<file path="src/rtl/imm_decode_stage.sv">
// imm_decode_stage: decode-stage front end. Classifies the RV32 opcode into an
// immediate-format code, builds the immediate with the extend unit, and buffers
// results in a 2-entry skid FIFO so execute sees fully registered outputs.
// Optional feature macro: IMM_DECODE_ILLEGAL_TRAP_EN (sticky trap_hold on an
// illegal opcode, blocking intake until flush or reset).

// extend: RV32 immediate generator. Unknown format codes produce zero.
module extend (
  input  logic [31:7] instr,
  input  logic [2:0]  immsrc,
  output logic [31:0] immext
);
  // Combinational format mux
  always_comb begin
    immext = 32'h0;
    case (immsrc)
      3'b000: immext = {{20{instr[31]}}, instr[31:20]};
      3'b001: immext = {{20{instr[31]}}, instr[31:25], instr[11:7]};
      3'b010: immext = {{20{instr[31]}}, instr[7], instr[30:25], instr[11:8], 1'b0};
      3'b011: immext = {instr[31:12], 12'h000};
      3'b100: immext = {{12{instr[31]}}, instr[19:12], instr[20], instr[30:21], 1'b0};
      default: immext = 32'h0;
    endcase
  end
endmodule

module imm_decode_stage (
  input  logic        clk,
  input  logic        rst,
  input  logic        flush,
  input  logic        in_valid,
  output logic        in_ready,
  input  logic [31:0] instr_in,
  input  logic [31:0] pc_in,
  output logic        out_valid,
  input  logic        out_ready,
  output logic [31:0] instr_out,
  output logic [31:0] pc_out,
  output logic [2:0]  extend_ctrl_out,
  output logic [31:0] imm_out,
  output logic        illegal_out
);

  typedef struct packed {
    logic [31:0] instr;
    logic [31:0] pc;
    logic [2:0]  ctrl;
    logic [31:0] imm;
    logic        illegal;
  } entry_t;

  localparam logic [1:0] CNT_EMPTY = 2'd0;
  localparam logic [1:0] CNT_ONE   = 2'd1;
  localparam logic [1:0] CNT_FULL  = 2'd2;

  logic [1:0]  count;
  entry_t      head, tail, new_entry;
  logic [2:0]  dec_ctrl;
  logic        dec_illegal;
  logic [31:0] ext_imm;
  logic        trap_hold;
  logic        enq, deq;

  // Opcode to immediate-format classification
  always_comb begin
    dec_ctrl    = 3'b111;
    dec_illegal = 1'b0;
    case (instr_in[6:0])
      7'b0000011, 7'b0010011, 7'b1100111, 7'b1110011: dec_ctrl = 3'b000;
      7'b0100011:             dec_ctrl = 3'b001;
      7'b1100011:             dec_ctrl = 3'b010;
      7'b0110111, 7'b0010111: dec_ctrl = 3'b011;
      7'b1101111:             dec_ctrl = 3'b100;
      7'b0110011:             dec_ctrl = 3'b111;
      default:                dec_illegal = 1'b1;
    endcase
  end

  extend u_extend (
    .instr  (instr_in[31:7]),
    .immsrc (dec_ctrl),
    .immext (ext_imm)
  );

  // Assemble the entry; formats without an immediate store zero regardless
  // of what the extender presents.
  always_comb begin
    new_entry.instr   = instr_in;
    new_entry.pc      = pc_in;
    new_entry.ctrl    = dec_ctrl;
    new_entry.imm     = (dec_ctrl == 3'b111) ? 32'h0 : ext_imm;
    new_entry.illegal = dec_illegal;
  end

  assign in_ready  = (count != CNT_FULL) && !rst && !trap_hold;
  assign out_valid = (count != CNT_EMPTY);
  assign enq       = in_valid && in_ready;
  assign deq       = out_valid && out_ready;

`ifdef IMM_DECODE_ILLEGAL_TRAP_EN
  // Sticky hold after accepting an illegal beat; only flush or reset releases it
  always_ff @(posedge clk or posedge rst) begin
    if (rst)                         trap_hold <= 1'b0;
    else if (flush)                  trap_hold <= 1'b0;
    else if (enq && dec_illegal)     trap_hold <= 1'b1;
  end
`else
  assign trap_hold = 1'b0;
`endif

  // Skid FIFO: count is the state, head feeds the outputs directly.
  // Flush wins over enq/deq; a dequeue in the flush cycle is still consumed
  // by execute, so nothing further is needed for it.
  always_ff @(posedge clk or posedge rst) begin
    if (rst) begin
      count <= CNT_EMPTY;
      head  <= '0;
      tail  <= '0;
    end else if (flush) begin
      count <= CNT_EMPTY;
    end else begin
      case ({enq, deq})
        2'b10: begin
          if (count == CNT_EMPTY) head <= new_entry;
          else                    tail <= new_entry;
          count <= count + 2'd1;
        end
        2'b01: begin
          if (count == CNT_FULL) head <= tail;
          count <= count - 2'd1;
        end
        2'b11: begin
          // Only reachable at count 1 (no intake when full, no deq when empty)
          head <= new_entry;
        end
        default: ;
      endcase
    end
  end

  assign instr_out       = head.instr;
  assign pc_out          = head.pc;
  assign extend_ctrl_out = head.ctrl;
  assign imm_out         = head.imm;
  assign illegal_out     = head.illegal;

  logic unused_ok;
  assign unused_ok = ^{CNT_ONE};

endmodule

</file>
<file path="config.mk">
export PLATFORM = sky130hd
export DESIGN_NAME = imm_decode_stage
export DESIGN_NICKNAME = d
export VERILOG_FILES = /design/src/rtl/imm_decode_stage.sv
export SDC_FILE = /design/constraint.sdc
export NUM_CORES = 1
export LEC_CHECK = 0
export CAP_MARGIN = 10
export CORE_ASPECT_RATIO = 1.5
export CORE_UTILIZATION = 35
export DETAILED_ROUTE_END_ITERATION = 12
export GPL_TIMING_DRIVEN = 0
export PLACE_DENSITY = 0.56
export SLEW_MARGIN = 10
export SYNTH_ARGS = -nofsm -noshare
export SYNTH_HDL_FRONTEND = slang
export SYNTH_HIERARCHICAL = 1
export SYNTH_SLANG_ARGS = --single-unit
</file>
<file path="constraint.sdc">
create_clock -name clk -period 12.8 [get_ports clk]
set_input_delay 3.2 -clock clk [delete_from_list [all_inputs] [get_ports clk]]
set_output_delay 3.2 -clock clk [all_outputs]
set_load 0.02 [all_outputs]
</file>
==> impl_metrics.env, run 1 <==
export IMPL_fin_tns_setup_ns=0
export IMPL_ctsHtreeMaxLevel=1
export IMPL_place_congestion=0.814
export IMPL_finalCoreUtilization_pct=46.8
export IMPL_final_hold_violation_count=0
export IMPL_power_mw=1.76
export IMPL_synth_ff_type="dfrtp_1"
export IMPL_hold_path_class="reg2reg"
export IMPL_synth_area_leaders="dfrtp_1, mux2_2, nand2_1"
export IMPL_critPathRequiredTime_ns=9.60
export IMPL_cts_tree="yes"
export IMPL_ant_nets=0
export IMPL_place_ws_ns=5.01
export IMPL_drive_above_1_share_pct=14.2
export IMPL_cts_buffers=21
export IMPL_cts_sinks=202
export IMPL_dr_pass1_iters=5
export IMPL_cp_cell_sequence="clkdlybuf4s50_1, nor2_1, clkdlybuf4s50_1"
export IMPL_antenna_found_initial=0
export IMPL_synthArstFlopShare_pct=100
export IMPL_ys_seq_area_share_pct=54.0
export IMPL_drv_slew=0
export IMPL_drt_first_iter_violations=400
export IMPL_synth_largest_area_cell="dfrtp_1"
export IMPL_avgSynthCellArea_um2=10.4
export IMPL_switching_power_mw=0.487
export IMPL_slowest_stage="clkdlybuf4s50_1"
export IMPL_io_pins=171
export IMPL_ir_drop_uv=99.3
export IMPL_p_per_area_nw_per_um2=145
export IMPL_globalRouteTotalUtil_pct=20.4
export IMPL_die_h_um=202
export IMPL_start_kind="input pin"
export IMPL_hpwl_mm=19.8
export IMPL_finalCritPeriodShare_pct=60.7
export IMPL_clock_path_buffers=3
export IMPL_finalCriticalPeriod_ns=7.77
export IMPL_final_cell_mix="dfrtp_1, nand2_1, clkdlybuf4s50_1"
export IMPL_start_util_pct=35.9
export IMPL_max_freq_mhz=129
export IMPL_worstSetupPathType="in2out"
export IMPL_netlist_area_um2=9360
export IMPL_dieArea_um2=27400
export IMPL_p_int_mw=1.28
export IMPL_holdWs_ns=0.491
export IMPL_area_growth_pct=30.2
export IMPL_num_antenna_cells=0
export IMPL_finalSetupViolCount=0
export IMPL_clk_pin_slew_ns=0.06
export IMPL_wire_per_inst_um=19.0
export IMPL_grt_overflow_total=0
export IMPL_pwr_share_clk_pct=35.4
export IMPL_cpPeakStageDelay_ns=0.61
export IMPL_drt_vias_per_instance=5.13
export IMPL_rsz0062_at_grt="no"
export IMPL_rows=72
export IMPL_finClkSkew_ns=0.0132
export IMPL_ctsResizeCount=0
export IMPL_hold_buffers=0
export IMPL_p_comb_share_pct=20.4
export IMPL_drc=0
export IMPL_swShare_pct=27.6
export IMPL_clock_root_buffer="clkbuf_16"
export IMPL_p_leak_nw=5.28
export IMPL_crit_path_max_fanout=7
export IMPL_synth_cell_types=50
export IMPL_synth_seq_cells=202
export IMPL_coreArea_um2=26000
export IMPL_nets=1162
export IMPL_cp_top_family="buffers and inverters"
export IMPL_synth_top_cell_area_share_pct=54.0
export IMPL_io_buffers=167
export IMPL_end_kind="output pin"
export IMPL_worst_slack_ns=5.03
export IMPL_synth_warnings=6
export IMPL_grt_start_max_net_pins=106
export IMPL_wirelength_mm=27.4
export IMPL_critPathArrivalTime_ns=4.57
export IMPL_relSlewSlack_pct=35.4
export IMPL_maxCapViolCount=0
export IMPL_clk_latency_ns=0.51
export IMPL_grt_pass1_wl_mm=42.7
export IMPL_syn_num_nets=971
export IMPL_synth_cells=902
export IMPL_synth_edf_count=0
export IMPL_num_vias=7382
export IMPL_mostFrequentLayoutCell="dfrtp_1"
export IMPL_tightest_slew_ns=0.961
export IMPL_cp_common_cell="clkdlybuf4s50_1"
export IMPL_grt_pass1_vias=7547
export IMPL_die_x_um=136
export IMPL_crit_buf_inv=2
export IMPL_cts_setup_buffers=0
export IMPL_seq_power_share_pct=44.1
export IMPL_outcome="finished clean"
-- sequential cells by signal, indices dropped and copies added (netlist names) --
signal / count
tail: 100
imm_out: 32
instr_out: 32
pc_out: 32
extend_ctrl_out: 3
count: 2
illegal_out: 1
-- stage by stage --
step,std cells,cell area [um^2]
floorplan,902,9360
global placement,1402,11400
detailed placement,1403,11500
CTS,1439,12200
global route,1439,12200
finish,1439,12200
-- synthesized netlist by cell type, types with 2 or more instances --
library cell    n
or2_2           2
dfrtp_1       202
buf_4           2
buf_6           7
nand3_1         2
nand2b_1        6
a31oi_1        58
clkbuf_1       35
and2b_1         2
nand2_1       173
and3_1          3
nor2_1         69
o22ai_1        13
o21ai_1        12
mux2i_1        41
inv_1           8
nor2b_1        13
and3b_1         3
nor3b_1        33
o21ai_0        25
mux2_2         72
nand3b_1        3
buf_2          31
nor3_1          3
a21oi_1        26
a211o_1         2
a22o_1         32
and2_1          2
-- power by group through the flow --
| stage | Clock [mW] | Combinational, mW | Sequential (mW) |
|---|---|---|---|
| 2_1_floorplan | 0 | 0.139 | 0.839 |
| 3_3_place_gp | 0 | 0.360 | 0.787 |
| 3_5_place_dp | 0 | 0.366 | 0.789 |
| 4_1_cts | 0.642 | 0.366 | 0.779 |
| 5_1_grt | 0.664 | 0.392 | 0.789 |
| 6_report | 0.625 | 0.361 | 0.778 |
-- cell families (layout without fill, tap and decap cells) --
kind of cell               after synthesis  count (layout)  share of synthesized area (%)
adders and majority gates                1               1                          0.120
AOI/OAI and AO/OA                      180             180                           12.5
xor gates and xnor gates                 1               1                         0.0936
buffers and inverters                   84             288                           4.43
and+or+nand+nor                        321             321                           15.8
muxes                                  113             113                           13.0
DFF                                    202             202                           54.0
-- final cells by class --
cell class | count | area [um^2]
Clock buffer | 31 | 653
Buffer | 76 | 384
Inverter | 8 | 37.5
Multi-Input combinational cell | 616 | 3890
Sequential cell | 202 | 5050
Fill cell | 2543 | 13800
Clock inverter | 5 | 53.8
Timing Repair Buffer | 168 | 1700
Tap cell | 333 | 417
-- metal layers --
metal / wire, um / part of all wire, % / track usage [%] / vias up
met5: 0 / 0 / 0 / -
met4: 997 / 3.6 / 8.03 / 0
met3: 1430 / 5.2 / 3.86 / 52
met2: 14100 / 51 / 35.9 / 188
met1: 10800 / 40 / 24.1 / 3617
li1: - / - / - / 3525
-- final timing paths --
check	startpoint	end	slack [ns]	cells past startpoint
min	tail[0]	tail[0]	0.49	1
max	rst	in_ready	5.03	3
max reg2reg	count[0]	pc_out[9]	10.20	7
min reg2reg	tail[0]	tail[0]	0.49	1
max in group asynchronous	rst	imm_out[5]	8.47	3
min in group asynchronous	rst	instr_out[1]	3.36	2
-- worst reg2reg max path, delay by kind of cell (launching register included) --
family	cells	cell delay [ns]
flip-flops	1	0.46
buffers and inverters	3	0.82
AO/OA/AOI/OAI	2	0.91
AND/OR/NAND/NOR	2	0.32
Note: power is estimated with default switching activity, not from simulation.
==> inputs of run 2 (changes only) <==
==> constraint.sdc (replaced) <==
create_clock -name clk -period 7.37 [get_ports clk]
set_input_delay 1.8425 -clock clk [delete_from_list [all_inputs] [get_ports clk]]
set_output_delay 1.8425 -clock clk [all_outputs]
set_load 0.02 [all_outputs]
==> results of run 2 <==
Same layout as run 1 (identical final DEF). Status: finished clean.
Among the figures that moved: setup slack after placement 5.01 ns -> 2.30 ns; setup slack after layout 5.03 ns -> 2.31 ns; register-to-register setup slack 10.20 ns -> 4.77 ns; total power 1.76 mW -> 3.06 mW; worst IR drop on VDD 99.3 uV -> 172 uV
==> inputs of run 3 (changes only) <==
--- a/config.mk
+++ b/config.mk
@@ -10,7 +10,7 @@
 export CORE_UTILIZATION = 35
 export DETAILED_ROUTE_END_ITERATION = 12
 export GPL_TIMING_DRIVEN = 0
-export PLACE_DENSITY = 0.56
+export PLACE_DENSITY = 0.58
 export SLEW_MARGIN = 10
 export SYNTH_ARGS = -nofsm -noshare
 export SYNTH_HDL_FRONTEND = slang
==> constraint.sdc (replaced) <==
create_clock -name clk -period 4.1 [get_ports clk]
set_input_delay 1.025 -clock clk [delete_from_list [all_inputs] [get_ports clk]]
set_output_delay 1.025 -clock clk [all_outputs]
set_load 0.02 [all_outputs]
==> run 3 against run 2 <==
Compared with the run above: worst setup slack lost 1.6 ns; combinational power grew 82%; wire length shrank 0.99%; count of clock-buffer cells in the layout grew 1; clock power grew 100%; first-iteration DRC count grew 2.0%; cell count grew 0.63%; sequential power grew 80%; highest routed layer unchanged.
==> impl_metrics.env, run 3 (synthesis gave the netlist of run 1 again) <==
export IMPL_end_kind="flop"
export IMPL_clock_root_buffer="clkbuf_16"
export IMPL_finClkSkew_ns=0.00976
export IMPL_finalSetupViolCount=0
export IMPL_drt_vias_per_instance=5.11
export IMPL_clk_pin_slew_ns=0.06
export IMPL_outcome="finished clean"
export IMPL_min_to="tail[0]"
export IMPL_num_antenna_cells=0
export IMPL_hold_depth=1
export IMPL_globalRouteTotalUtil_pct=20.1
export IMPL_final_cell_mix="dfrtp_1, nand2_1, clkdlybuf4s50_1"
export IMPL_r2r_start="count[0]"
export IMPL_critPathRequiredTime_ns=4.51
export IMPL_antenna_found_initial=0
export IMPL_ant_nets=0
export IMPL_coreArea_um2=26000
export IMPL_clock_path_buffers=3
export IMPL_power_mw=5.79
export IMPL_nets=1168
export IMPL_rrSetupSlack_ns=1.63
export IMPL_start_kind="input pin"
export IMPL_finalCriticalPeriod_ns=3.35
export IMPL_p_per_area_nw_per_um2=467
export IMPL_worstSetupPathType="in2reg"
export IMPL_critPathArrivalTime_ns=3.76
export IMPL_hpwl_mm=20.1
export IMPL_drv_slew=0
export IMPL_rsz0062_at_grt="no"
export IMPL_hold_start="tail[0]"
export IMPL_io_buffers=167
export IMPL_rows=72
export IMPL_slowest_stage="clkdlybuf4s50_1"
export IMPL_die_h_um=202
export IMPL_drive_above_1_share_pct=14.9
export IMPL_placed_area_um2=11600
export IMPL_ctsHtreeMaxLevel=1
export IMPL_die_x_um=136
export IMPL_cp_cell_sequence="clkdlybuf4s50_1, clkbuf_1, nor2b_1, o41ai_1, nand2_1, buf_2, nor2b_1, buf_2, a21oi_1, o22ai_1, nand2_1, o21ai_0"
export IMPL_r2r_end="instr_out[30]"
export IMPL_io_pins=171
export IMPL_cts_setup_buffers=0
export IMPL_dieArea_um2=27400
export IMPL_maxCapViolCount=0
export IMPL_grt_pass1_vias=7465
export IMPL_final_hold_violation_count=0
export IMPL_ctsResizeCount=0
export IMPL_cts_buffers=22
export IMPL_p_leak_nw=5.38
export IMPL_finalCritPeriodShare_pct=81.8
export IMPL_cpPeakStageDelay_ns=0.50
export IMPL_hold_buffers=0
export IMPL_drc=0
export IMPL_wire_per_inst_um=18.7
export IMPL_grt_pass1_wl_mm=42.2
export IMPL_fin_area_um2=12400
export IMPL_grt_start_max_net_pins=38
export IMPL_area_growth_pct=32.5
export IMPL_num_vias=7398
export IMPL_relSlewSlack_pct=32.4
export IMPL_drt_first_iter_violations=408
export IMPL_cts_sinks=202
export IMPL_cts_tree="yes"
export IMPL_crit_path_max_fanout=10
export IMPL_hold_path_class="reg2reg"
export IMPL_grt_overflow_total=0
export IMPL_largest_reg_flops=100
export IMPL_tightest_slew_ns=1.00
export IMPL_mostFrequentLayoutCell="dfrtp_1"
export IMPL_clk_latency_ns=0.51
export IMPL_dr_pass1_iters=4
export IMPL_r2r_cells=7
export IMPL_max_freq_mhz=298
export IMPL_wirelength_mm=27.1
export IMPL_start_util_pct=35.9
export IMPL_ir_drop_uv=361
export IMPL_place_congestion=0.827
export IMPL_regMostFlops="tail"
==> run 3: report_power, final <==
| part | total (mW) | leakage (nW) | switching [mW] | internal (mW) |
|---|---|---|---|---|
| Combinational | 1.14 | 2.41 | 0.577 | 0.559 |
| Clock | 2.23 | 0.414 | 0.811 | 1.41 |
| Sequential | 2.43 | 2.56 | 0.155 | 2.28 |
| Total | 5.79 | 5.38 | 1.54 | 4.25 |
==> run 3: layout make-up <==
class | instances | area [um^2]
Inverter | 8 | 33.8
Buffer | 76 | 384
Tap cell | 333 | 417
Multi-Input combinational cell | 616 | 3890
Timing Repair Buffer | 173 | 1790
Sequential cell | 202 | 5050
Clock buffer | 32 | 689
Clock inverter | 8 | 140
Fill cell | 2473 | 13600
==> run 3: worst max path at each step <==
stage / startpoint / endpoint / cells past startpoint
2_1_floorplan: rst / count[0] / 1
3_3_place_gp: rst / pc_out[24] / 2
3_5_place_dp: instr_in[6] / imm_out[13] / 12
4_1_cts: instr_in[6] / imm_out[13] / 12
5_1_grt: instr_in[6] / imm_out[13] / 12
6_report: instr_in[6] / imm_out[13] / 12
==> run 3: through the flow <==
step                      TNS (ns)  cells  util, %  worst slack [ns]  hold slack, ns
final                            0   1448     47.6             0.746           0.492
after global routing             0   1448     47.6             0.503           0.503
after CTS                        0   1448     47.6             0.714           0.492
after detailed placement         0   1408     44.4             0.203           0.477
after global placement     -284.36   1402     44.0             -1.43           0.456
after floorplan                  0    902        -             0.459           0.444
==> run 3: per-layer routing <==
layer / track usage (%) / vias to the layer above / part of all wire, %
met5: 0 / - / 0
met4: 5.18 / 0 / 2.0
met3: 3.49 / 33 / 4.8
met2: 37.1 / 172 / 53
met1: 23.5 / 3659 / 40
li1: - / 3534 / -
==> run 3: critical path: cells and delay by family <==
kind | cells | cell delay [ns]
AND/OR/NAND/NOR | 4 | 0.50
buffers and inverters | 4 | 1.28
AO/OA/AOI/OAI | 4 | 0.96
